==> src/rtl/barrel_projection_wrapper.sv <==
`timescale 1ns/1ps
`default_nettype none
// ============================================================================
//  Module   : barrel_projection_wrapper
//  Purpose  : Raster-scan address generator for barrel-distortion correction.
//             A pixel counter (X, Y) advances on every accepted AXI-Stream
//             beat. Each beat's coordinates pass through a five-register
//             pipeline: an input capture register, then four mapping stages.
//             The result is the source (x, y) fetch address, which is
//             presented on xOut/yOut with the addr_vld strobe.
//  Options  : BARREL_CLAMP_EN - when defined, the source address is clamped
//             to the visible raster. When undefined, the low 12 bits of the
//             two's-complement result are passed through unchanged.
//  Revision : 1.0 - initial release
// ============================================================================
module barrel_projection_wrapper #(
  parameter int WIDTH   = 1080,
  parameter int HEIGHT  = 960,
  parameter int K       = 1,
  parameter int K_SHIFT = 10
) (
  input  logic        clk,
  input  logic        reset,
  input  logic [15:0] AXIS_IN_tdata,
  input  logic        AXIS_IN_tvalid,
  output logic        AXIS_IN_tready,
  input  logic        AXIS_In_tuser,
  output logic        addr_vld,
  output logic [11:0] xOut,
  output logic [11:0] yOut
);

  // --------------------------------------------------------------------------
  // Constants
  // --------------------------------------------------------------------------
  localparam int CX     = WIDTH / 2;
  localparam int CY     = HEIGHT / 2;
  // r2 is 21 bits and K is a 32-bit parameter, so r2*K needs 53 bits.
  localparam int R2K_W  = 21 + 32;
  localparam int S_W    = R2K_W + 1;
  // A signed 13-bit delta times a non-negative (S_W+1)-bit signed scale.
  localparam int PROD_W = 13 + S_W + 1;

  localparam logic [11:0]              X_LAST = 12'(WIDTH);
  localparam logic [11:0]              Y_LAST = 12'(HEIGHT);
  localparam logic signed [12:0]       CX_S   = 13'(CX);
  localparam logic signed [12:0]       CY_S   = 13'(CY);
  localparam logic signed [PROD_W-1:0] CX_P   = PROD_W'(CX);
  localparam logic signed [PROD_W-1:0] CY_P   = PROD_W'(CY);
`ifdef BARREL_CLAMP_EN
  localparam logic signed [PROD_W-1:0] XMAX_P = PROD_W'(WIDTH - 1);
  localparam logic signed [PROD_W-1:0] YMAX_P = PROD_W'(HEIGHT - 1);
`endif

  // --------------------------------------------------------------------------
  // Signals
  // --------------------------------------------------------------------------
  logic                     accept;

  // Raster counter and the coordinates assigned to the current beat
  logic [11:0]              x_q, y_q;
  logic [11:0]              x_d, y_d;
  logic [11:0]              pix_x, pix_y;

  // Input capture register
  logic                     v0_q;
  logic [11:0]              px0_q, py0_q;

  // Stage 1: centred deltas
  logic                     v1_q;
  logic signed [12:0]       dx1_d, dy1_d;
  logic signed [12:0]       dx1_q, dy1_q;

  // Stage 2: squared radius
  logic                     v2_q;
  logic signed [20:0]       dx_ext, dy_ext;
  logic [20:0]              r2_d, r2_q;
  logic signed [12:0]       dx2_q, dy2_q;

  // Stage 3: scale factor and scaled deltas
  logic                     v3_q;
  logic [R2K_W-1:0]         r2k;
  logic [S_W-1:0]           s_d;
  logic signed [PROD_W-1:0] prodx_d, prody_d;
  logic signed [PROD_W-1:0] prodx_q, prody_q;

  // Stage 4: re-centred source address
  logic signed [PROD_W-1:0] xs, ys;
  logic [11:0]              xo_d, yo_d;

  // Pixel data is carried alongside the stream but is not used for addressing.
  logic                     unused_tdata;
  assign unused_tdata = ^AXIS_IN_tdata;

  // --------------------------------------------------------------------------
  // Handshake
  // --------------------------------------------------------------------------
  // The block is always ready, except while it is held in reset.
  assign AXIS_IN_tready = ~reset;
  assign accept         = AXIS_IN_tvalid & ~reset;

  // Pick the current beat's pixel (start of frame forces 0,0) and the next count
  always_comb begin
    pix_x = AXIS_In_tuser ? 12'd0 : x_q;
    pix_y = AXIS_In_tuser ? 12'd0 : y_q;
    x_d   = pix_x + 12'd1;
    y_d   = pix_y;
    if (pix_x == X_LAST) begin
      x_d = 12'd0;
      y_d = (pix_y == Y_LAST) ? 12'd0 : pix_y + 12'd1;
    end
  end

  // Raster counter plus capture of the accepted beat's coordinates
  always_ff @(posedge clk) begin
    if (reset) begin
      x_q   <= 12'd0;
      y_q   <= 12'd0;
      v0_q  <= 1'b0;
      px0_q <= 12'd0;
      py0_q <= 12'd0;
    end else begin
      v0_q <= accept;
      if (accept) begin
        x_q   <= x_d;
        y_q   <= y_d;
        px0_q <= pix_x;
        py0_q <= pix_y;
      end
    end
  end

  // --------------------------------------------------------------------------
  // Stage 1: offsets from the optical centre
  // --------------------------------------------------------------------------
  // Form the signed offsets of the captured pixel from the optical centre
  always_comb begin
    dx1_d = $signed({1'b0, px0_q}) - CX_S;
    dy1_d = $signed({1'b0, py0_q}) - CY_S;
  end

  // Register the offsets
  always_ff @(posedge clk) begin
    if (reset) begin
      v1_q  <= 1'b0;
      dx1_q <= 13'sd0;
      dy1_q <= 13'sd0;
    end else begin
      v1_q  <= v0_q;
      dx1_q <= dx1_d;
      dy1_q <= dy1_d;
    end
  end

  // --------------------------------------------------------------------------
  // Stage 2: squared radius
  // --------------------------------------------------------------------------
  // Square and sum the offsets; the widening keeps the products exact
  always_comb begin
    dx_ext = 21'(dx1_q);
    dy_ext = 21'(dy1_q);
    r2_d   = $unsigned(dx_ext * dx_ext + dy_ext * dy_ext);
  end

  // Register r2; the offsets travel along for the next stage
  always_ff @(posedge clk) begin
    if (reset) begin
      v2_q  <= 1'b0;
      r2_q  <= 21'd0;
      dx2_q <= 13'sd0;
      dy2_q <= 13'sd0;
    end else begin
      v2_q  <= v1_q;
      r2_q  <= r2_d;
      dx2_q <= dx1_q;
      dy2_q <= dy1_q;
    end
  end

  // --------------------------------------------------------------------------
  // Stage 3: Q12 scale and scaled offsets
  // --------------------------------------------------------------------------
  // Compute s = 1.0 + r2*K/2^K_SHIFT in Q12, then multiply both offsets by s
  always_comb begin
    r2k     = R2K_W'(r2_q) * R2K_W'(K);
    s_d     = S_W'(4096) + S_W'(r2k >> K_SHIFT);
    prodx_d = PROD_W'(dx2_q) * PROD_W'($signed({1'b0, s_d}));
    prody_d = PROD_W'(dy2_q) * PROD_W'($signed({1'b0, s_d}));
  end

  // Register the full-precision products
  always_ff @(posedge clk) begin
    if (reset) begin
      v3_q    <= 1'b0;
      prodx_q <= '0;
      prody_q <= '0;
    end else begin
      v3_q    <= v2_q;
      prodx_q <= prodx_d;
      prody_q <= prody_d;
    end
  end

  // --------------------------------------------------------------------------
  // Stage 4: floor shift, re-centre, optional clamp
  // --------------------------------------------------------------------------
  // Drop the Q12 fraction with an arithmetic (floor) shift and add the centre back
  always_comb begin
    xs = CX_P + (prodx_q >>> 12);
    ys = CY_P + (prody_q >>> 12);
`ifdef BARREL_CLAMP_EN
    if (xs[PROD_W-1])    xo_d = 12'd0;
    else if (xs > XMAX_P) xo_d = 12'(WIDTH - 1);
    else                 xo_d = xs[11:0];
    if (ys[PROD_W-1])    yo_d = 12'd0;
    else if (ys > YMAX_P) yo_d = 12'(HEIGHT - 1);
    else                 yo_d = ys[11:0];
`else
    xo_d = xs[11:0];
    yo_d = ys[11:0];
`endif
  end

`ifndef BARREL_CLAMP_EN
  // Without clamping, only the low 12 bits reach the outputs.
  logic unused_hi;
  assign unused_hi = ^{xs[PROD_W-1:12], ys[PROD_W-1:12]};
`endif

  // Output register: the address updates only on valid results, otherwise it holds
  always_ff @(posedge clk) begin
    if (reset) begin
      addr_vld <= 1'b0;
      xOut     <= 12'd0;
      yOut     <= 12'd0;
    end else begin
      addr_vld <= v3_q;
      if (v3_q) begin
        xOut <= xo_d;
        yOut <= yo_d;
      end
    end
  end

endmodule
`default_nettype wire

==> config.mk <==
export PLATFORM = sky130hd
export DESIGN_NAME = barrel_projection_wrapper
export DESIGN_NICKNAME = d
export VERILOG_FILES = /design/src/rtl/barrel_projection_wrapper.sv
export SDC_FILE = /design/constraint.sdc
export NUM_CORES = 2
export LEC_CHECK = 0
export BUFFER_PORTS_ARGS = -buffer_cell sky130_fd_sc_hd__buf_2
export CORE_ASPECT_RATIO = 1.4
export CORE_MARGIN = 3
export CORE_UTILIZATION = 55
export CTS_CLUSTER_DIAMETER = 40
export CTS_CLUSTER_SIZE = 24
export DETAILED_ROUTE_END_ITERATION = 10
export PLACE_DENSITY = 0.71
export SYNTH_ARGS = -nofsm -noshare
export SYNTH_HDL_FRONTEND = slang
export SYNTH_SLANG_ARGS = --single-unit
==> constraint.sdc <==
create_clock -name clk -period 8.18 [get_ports clk]
set_input_delay 0.409 -clock clk [delete_from_list [all_inputs] [get_ports clk]]
set_output_delay 0.409 -clock clk [all_outputs]
set_load 0.01 [all_outputs]
==> impl_table.tex <==
\begin{tabular}{lr}
\hline
Metric & Value \\
\hline
\multicolumn{2}{l}{\textbf{Critical path}} \\
\quad Reg2reg setup slack & roughly 1.2 ns \\
\quad CP max FO & 16 \\
\quad Most numerous cell on the critical path & sky130\_fd\_sc\_hd\_\_fa\_1 \\
\quad Setup CP Type & register to register \\
\quad Cells traversed along the worst timing path & nand2\_1 > inv\_1 > fa\_1 > fa\_1 > inv\_1 > fa\_1 > fa\_1 > inv\_1 > fa\_1 > inv\_1 > fa\_1 > fa\_1 > inv\_1 > ha\_1 > a21o\_1 > a21oi\_1 > o21ai\_0 > a21o\_1 > o2111a\_1 > or4\_1 > a21oi\_1 \\
\quad Critical Path End Type & register \\
\quad Slowest-stage cell, CP & sky130\_fd\_sc\_hd\_\_dfxtp\_1 \\
\quad Gate family responsible for the most delay along the worst path & adder cells \\
\quad Kind of start point of the critical path & register \\
\quad Arrival time worst endpoint & 7.31 ns \\
\quad Endpoint required time on the critical path & 8.54 ns \\
\quad Max incr delay on CP & 0.86 ns \\
\quad Sum of buffers and inverters on the critical path & 5 \\
\multicolumn{2}{l}{\textbf{Power and ir drop}} \\
\quad Clock share of power & 19.9\% \\
\quad Relative contribution of combinational cells to total power & 55.1\% \\
\quad Portion of total power attributed to sequential cells & between 20 and 30\% \\
\quad Maximum vdd ir drop & around 0.17 mV \\
\quad Power per standard cell area & between 150 and 200 mW/mm2 \\
\quad Internal Pwr Total & 2.28 mW \\
\quad Leakage power & 13.4 nW \\
\quad Sw Share & 44.2\% \\
\quad Net switching power figure & around 1.8 mW \\
\multicolumn{2}{l}{\textbf{Floorplanning}} \\
\quad Area of the die & $\sim$0.048 mm2 \\
\quad Std cell rows & 91 \\
\quad Initial standard-cell utilization of the core & 56.3\% \\
\quad Die extent in x & around 190 um \\
\quad Count of boundary I/O pins & 46 \\
\quad Core area & 0.0445 mm2 \\
\quad Die H & 258 um \\
\multicolumn{2}{l}{\textbf{Run}} \\
\quad Number of maximum-capacitance constraint violations & 0 \\
\multicolumn{2}{l}{\textbf{Synth}} \\
\quad Synth top area share & between 30\% and 40\% \\
\quad Proportion of synthesized chip area in sequential cells & 13.1\% \\
\quad EDFF count, synth & 0 \\
\quad Post-synthesis cell type with the largest combined area & sky130\_fd\_sc\_hd\_\_fa\_1 \\
\quad \#FFs+latches synth & $\sim$160 \\
\quad Number of warnings reported in the yosys synthesis log & 0 \\
\quad Synth Flop Type & sky130\_fd\_sc\_hd\_\_dfxtp\_1 \\
\quad Cell count after synthesis & about 2,700 \\
\quad Number of distinct standard cells referenced by the synthesized netlist & 65 \\
\quad Synthesized Nets & 3,478 \\
\quad Mean cell area of the mapped netlist & 9.22 um2 \\
\quad Top area cells in the synthesized netlist & sky130\_fd\_sc\_hd\_\_fa\_1 (38\%), sky130\_fd\_sc\_hd\_\_ha\_1 (13\%), sky130\_fd\_sc\_hd\_\_dfxtp\_1 (13\%) \\
\quad Async set-reset flop share out of synthesis & 0\% \\
\quad Mapped Area & 0.0250 mm2 \\
\multicolumn{2}{l}{\textbf{Route}} \\
\quad Average vias per placed instance & 5.28 \\
\quad Number of design-rule violations left by the first detailed-router iteration & a little over 800 \\
\quad Number of vias in the routed layout & between 15,000 and 20,000 \\
\quad Average detailed-routed wire length per instance & $\sim$16 um \\
\quad DRC & 0 \\
\quad Total Routed Length & about 54 mm \\
\quad Post-route ant nets & 0 \\
\quad First-pass detailed-route iteration total & 5 \\
\multicolumn{2}{l}{\textbf{STA}} \\
\quad Slew at the pin closest to its max-slew limit & 1.12 ns \\
\quad Maximum clock rate & 144 MHz \\
\quad Period utilisation layout & 84.9\% \\
\quad Crit path time final & roughly 6.9 ns \\
\quad RSZ-0062 raised after global routing & false \\
\quad Post-Route Setup TNS & 0 ns \\
\quad Count of final hold-check violations & 0 \\
\quad Remaining max-slew budget at the tightest pin & between 20\% and 30\% \\
\quad Final setup violation count & 0 \\
\quad Fin Clk Skew & 0.0106 ns \\
\quad Max-slew violation count & 0 \\
\multicolumn{2}{l}{\textbf{Clocking}} \\
\quad Maximum number of buffers from clock root to sink & 2 \\
\quad Number of buffers added by the clock tree synthesis step & 17 \\
\quad Total clock sinks & 164 \\
\quad Number of hold-repair buffers added at the cts stage & 0 \\
\quad Clk slew on worst S/H paths & $\sim$0.070 ns \\
\quad Root buf cell & sky130\_fd\_sc\_hd\_\_clkbuf\_16 \\
\quad Number of instances resized during post-cts repair & 0 \\
\quad H-tree level count & 4 \\
\quad Setup fix buffers added after clock tree synthesis & 0 \\
\quad Worst-Skew Late Latency & $\sim$0.44 ns \\
\quad TritonCTS clock tree & built \\
\multicolumn{2}{l}{\textbf{Placement}} \\
\quad Instance area after placement & 0.0257 mm2 \\
\quad Count of input and output buffers & 29 \\
\quad Weighted congestion at the end of routability-driven global placement & 0.874 \\
\quad Post-DP HPWL & $\sim$44 mm \\
\multicolumn{2}{l}{\textbf{Cells and area}} \\
\quad Leading cell types in the layout, fill and taps excluded & sky130\_fd\_sc\_hd\_\_inv\_1 (652), sky130\_fd\_sc\_hd\_\_fa\_1 (478), sky130\_fd\_sc\_hd\_\_ha\_1 (264), sky130\_fd\_sc\_hd\_\_nand2\_1 (259), sky130\_fd\_sc\_hd\_\_and2\_1 (178) \\
\quad Nets & 3,444 \\
\quad Count of fill cells added during filler insertion & 3,823 \\
\quad Synthesis-to-layout area growth & 5.09\% \\
\quad Share of layout cells above drive strength 1 & 3.82\% \\
\quad Cell area after layout & approximately 0.026 mm2 \\
\quad Antenna diode instance count & 0 \\
\quad Most frequent standard cell in the layout excluding fill and tap cells & sky130\_fd\_sc\_hd\_\_inv\_1 \\
\multicolumn{2}{l}{\textbf{Global routing}} \\
\quad Global router's overall resource usage & 23.4\% \\
\quad Antenna violations before repair & 2 \\
\quad Vias in the first global route & 19,200 \\
\quad Final global-route overflow total & 0 \\
\quad Largest net degree at the start of global routing & 90 \\
\quad First-pass GRT wire length & 91.3 mm \\
\multicolumn{2}{l}{\textbf{Outcome}} \\
\quad Status & completed \\
\multicolumn{2}{l}{\textbf{Min path}} \\
\quad Hold Path Class & input port to register \\
\hline
\end{tabular}
==> sequential cells by signal (all words and copies together) (netlist names) <==
name and flops:
v0_q 1, dx2_q 13, v3_q 1, v2_q 1
addr_vld 1, dx1_q 13, yOut 12, xOut 12
y_q 12, prody_q 12, x_q 12, prodx_q 12
r2_q 11, dy1_q 13, px0_q 12, dy2_q 13
py0_q 12, v1_q 1
==> metal layers <==
layer / vias to the layer above / part of all wire (%) / routed length [um] / GRT usage [%]
met1: 8849 / 37 / 19700 / 26.1
met3: 138 / 3.2 / 1740 / 2.22
met4: 2 / 4.6 / 2450 / 10.7
met5: - / 0.022 / 12 / 0
met2: 378 / 55 / 29800 / 45.0
li1: 8043 / - / - / -
==> stage by stage <==
stage	total power, mW	std cells	utilization [%]	setup slack, ns	hold slack, ns
2_1_floorplan	2.69	2716	-	1.84	0.414
3_3_place_gp	3.22	3267	57.8	1.31	0.418
3_5_place_dp	3.29	3267	57.8	1.26	0.420
4_1_cts	4.12	3299	59.1	1.23	0.389
5_1_grt	4.47	3299	59.1	0.759	0.418
6_report	4.08	3299	59.1	1.23	0.401
==> Yosys cell counts (6+ instances only) <==
library cell and number:
sky130_fd_sc_hd__nand2_1 259, sky130_fd_sc_hd__nor2_1 117, sky130_fd_sc_hd__and3_1 9, sky130_fd_sc_hd__a211oi_1 18, sky130_fd_sc_hd__nand3b_1 11, sky130_fd_sc_hd__mux2i_1 19
sky130_fd_sc_hd__or3_1 6, sky130_fd_sc_hd__inv_1 652, sky130_fd_sc_hd__mux2_2 7, sky130_fd_sc_hd__nand3_1 18, sky130_fd_sc_hd__o21ai_0 33, sky130_fd_sc_hd__ha_1 264
sky130_fd_sc_hd__o31ai_1 10, sky130_fd_sc_hd__xnor2_1 75, sky130_fd_sc_hd__nor3_1 21, sky130_fd_sc_hd__dfxtp_1 164, sky130_fd_sc_hd__nand4_1 10, sky130_fd_sc_hd__o21a_1 9
sky130_fd_sc_hd__o21ai_1 18, sky130_fd_sc_hd__nor2b_1 55, sky130_fd_sc_hd__xor2_1 18, sky130_fd_sc_hd__clkbuf_1 99, sky130_fd_sc_hd__nand2b_1 40, sky130_fd_sc_hd__a21o_1 12
sky130_fd_sc_hd__a31oi_1 6, sky130_fd_sc_hd__and2_1 178, sky130_fd_sc_hd__a21oi_1 45, sky130_fd_sc_hd__fa_1 478
==> power groups by stage <==
stage	clock network, mW	registers, mW	logic [mW]
after floorplan	0	0.946	1.75
after global placement	0	1.04	2.18
after detailed placement	0	1.04	2.25
after CTS	0.829	1.02	2.27
after global routing	0.861	1.03	2.58
final	0.811	1.02	2.25
==> worst paths after layout <==
check                                          from             endpoint  cells after the start
worst max-delay path            dx1_q[2]$_SDFF_PP0_  r2_q[20]$_SDFF_PP0_                     21
worst min-delay path                          reset  x_q[5]$_SDFFE_PP0P_                      2
worst max register to register  dx1_q[2]$_SDFF_PP0_  r2_q[20]$_SDFF_PP0_                     21
worst min register to register      v0_q$_SDFF_PP0_      v1_q$_SDFF_PP0_                      1
==> kinds of logic (layout without fill, tap and decap cells) <==
| group | after synthesis | count (layout) | share of synthesized area, % |
|---|---|---|---|
| AOI/OAI and AO/OA | 179 | 179 | 4.59 |
| xor gates and xnor gates | 94 | 94 | 3.34 |
| adders and majority gates | 742 | 742 | 51.4 |
| buffers and inverters | 760 | 739 | 11.4 |
| DFF | 164 | 164 | 13.1 |
| muxes | 26 | 26 | 1.07 |
| and+or+nand+nor | 751 | 751 | 15.1 |
==> cell type report <==
type,instances,area (um2),area share [%]
Multi-Input combinational cell,1792,18900,71.8
Sequential cell,164,3280,12.5
Inverter,654,2450,9.33
Tap cell,604,756,2.87
Clock buffer,18,439,1.67
Timing Repair Buffer,53,328,1.25
Clock inverter,14,158,0.599
(Power assumes the default switching activity.)
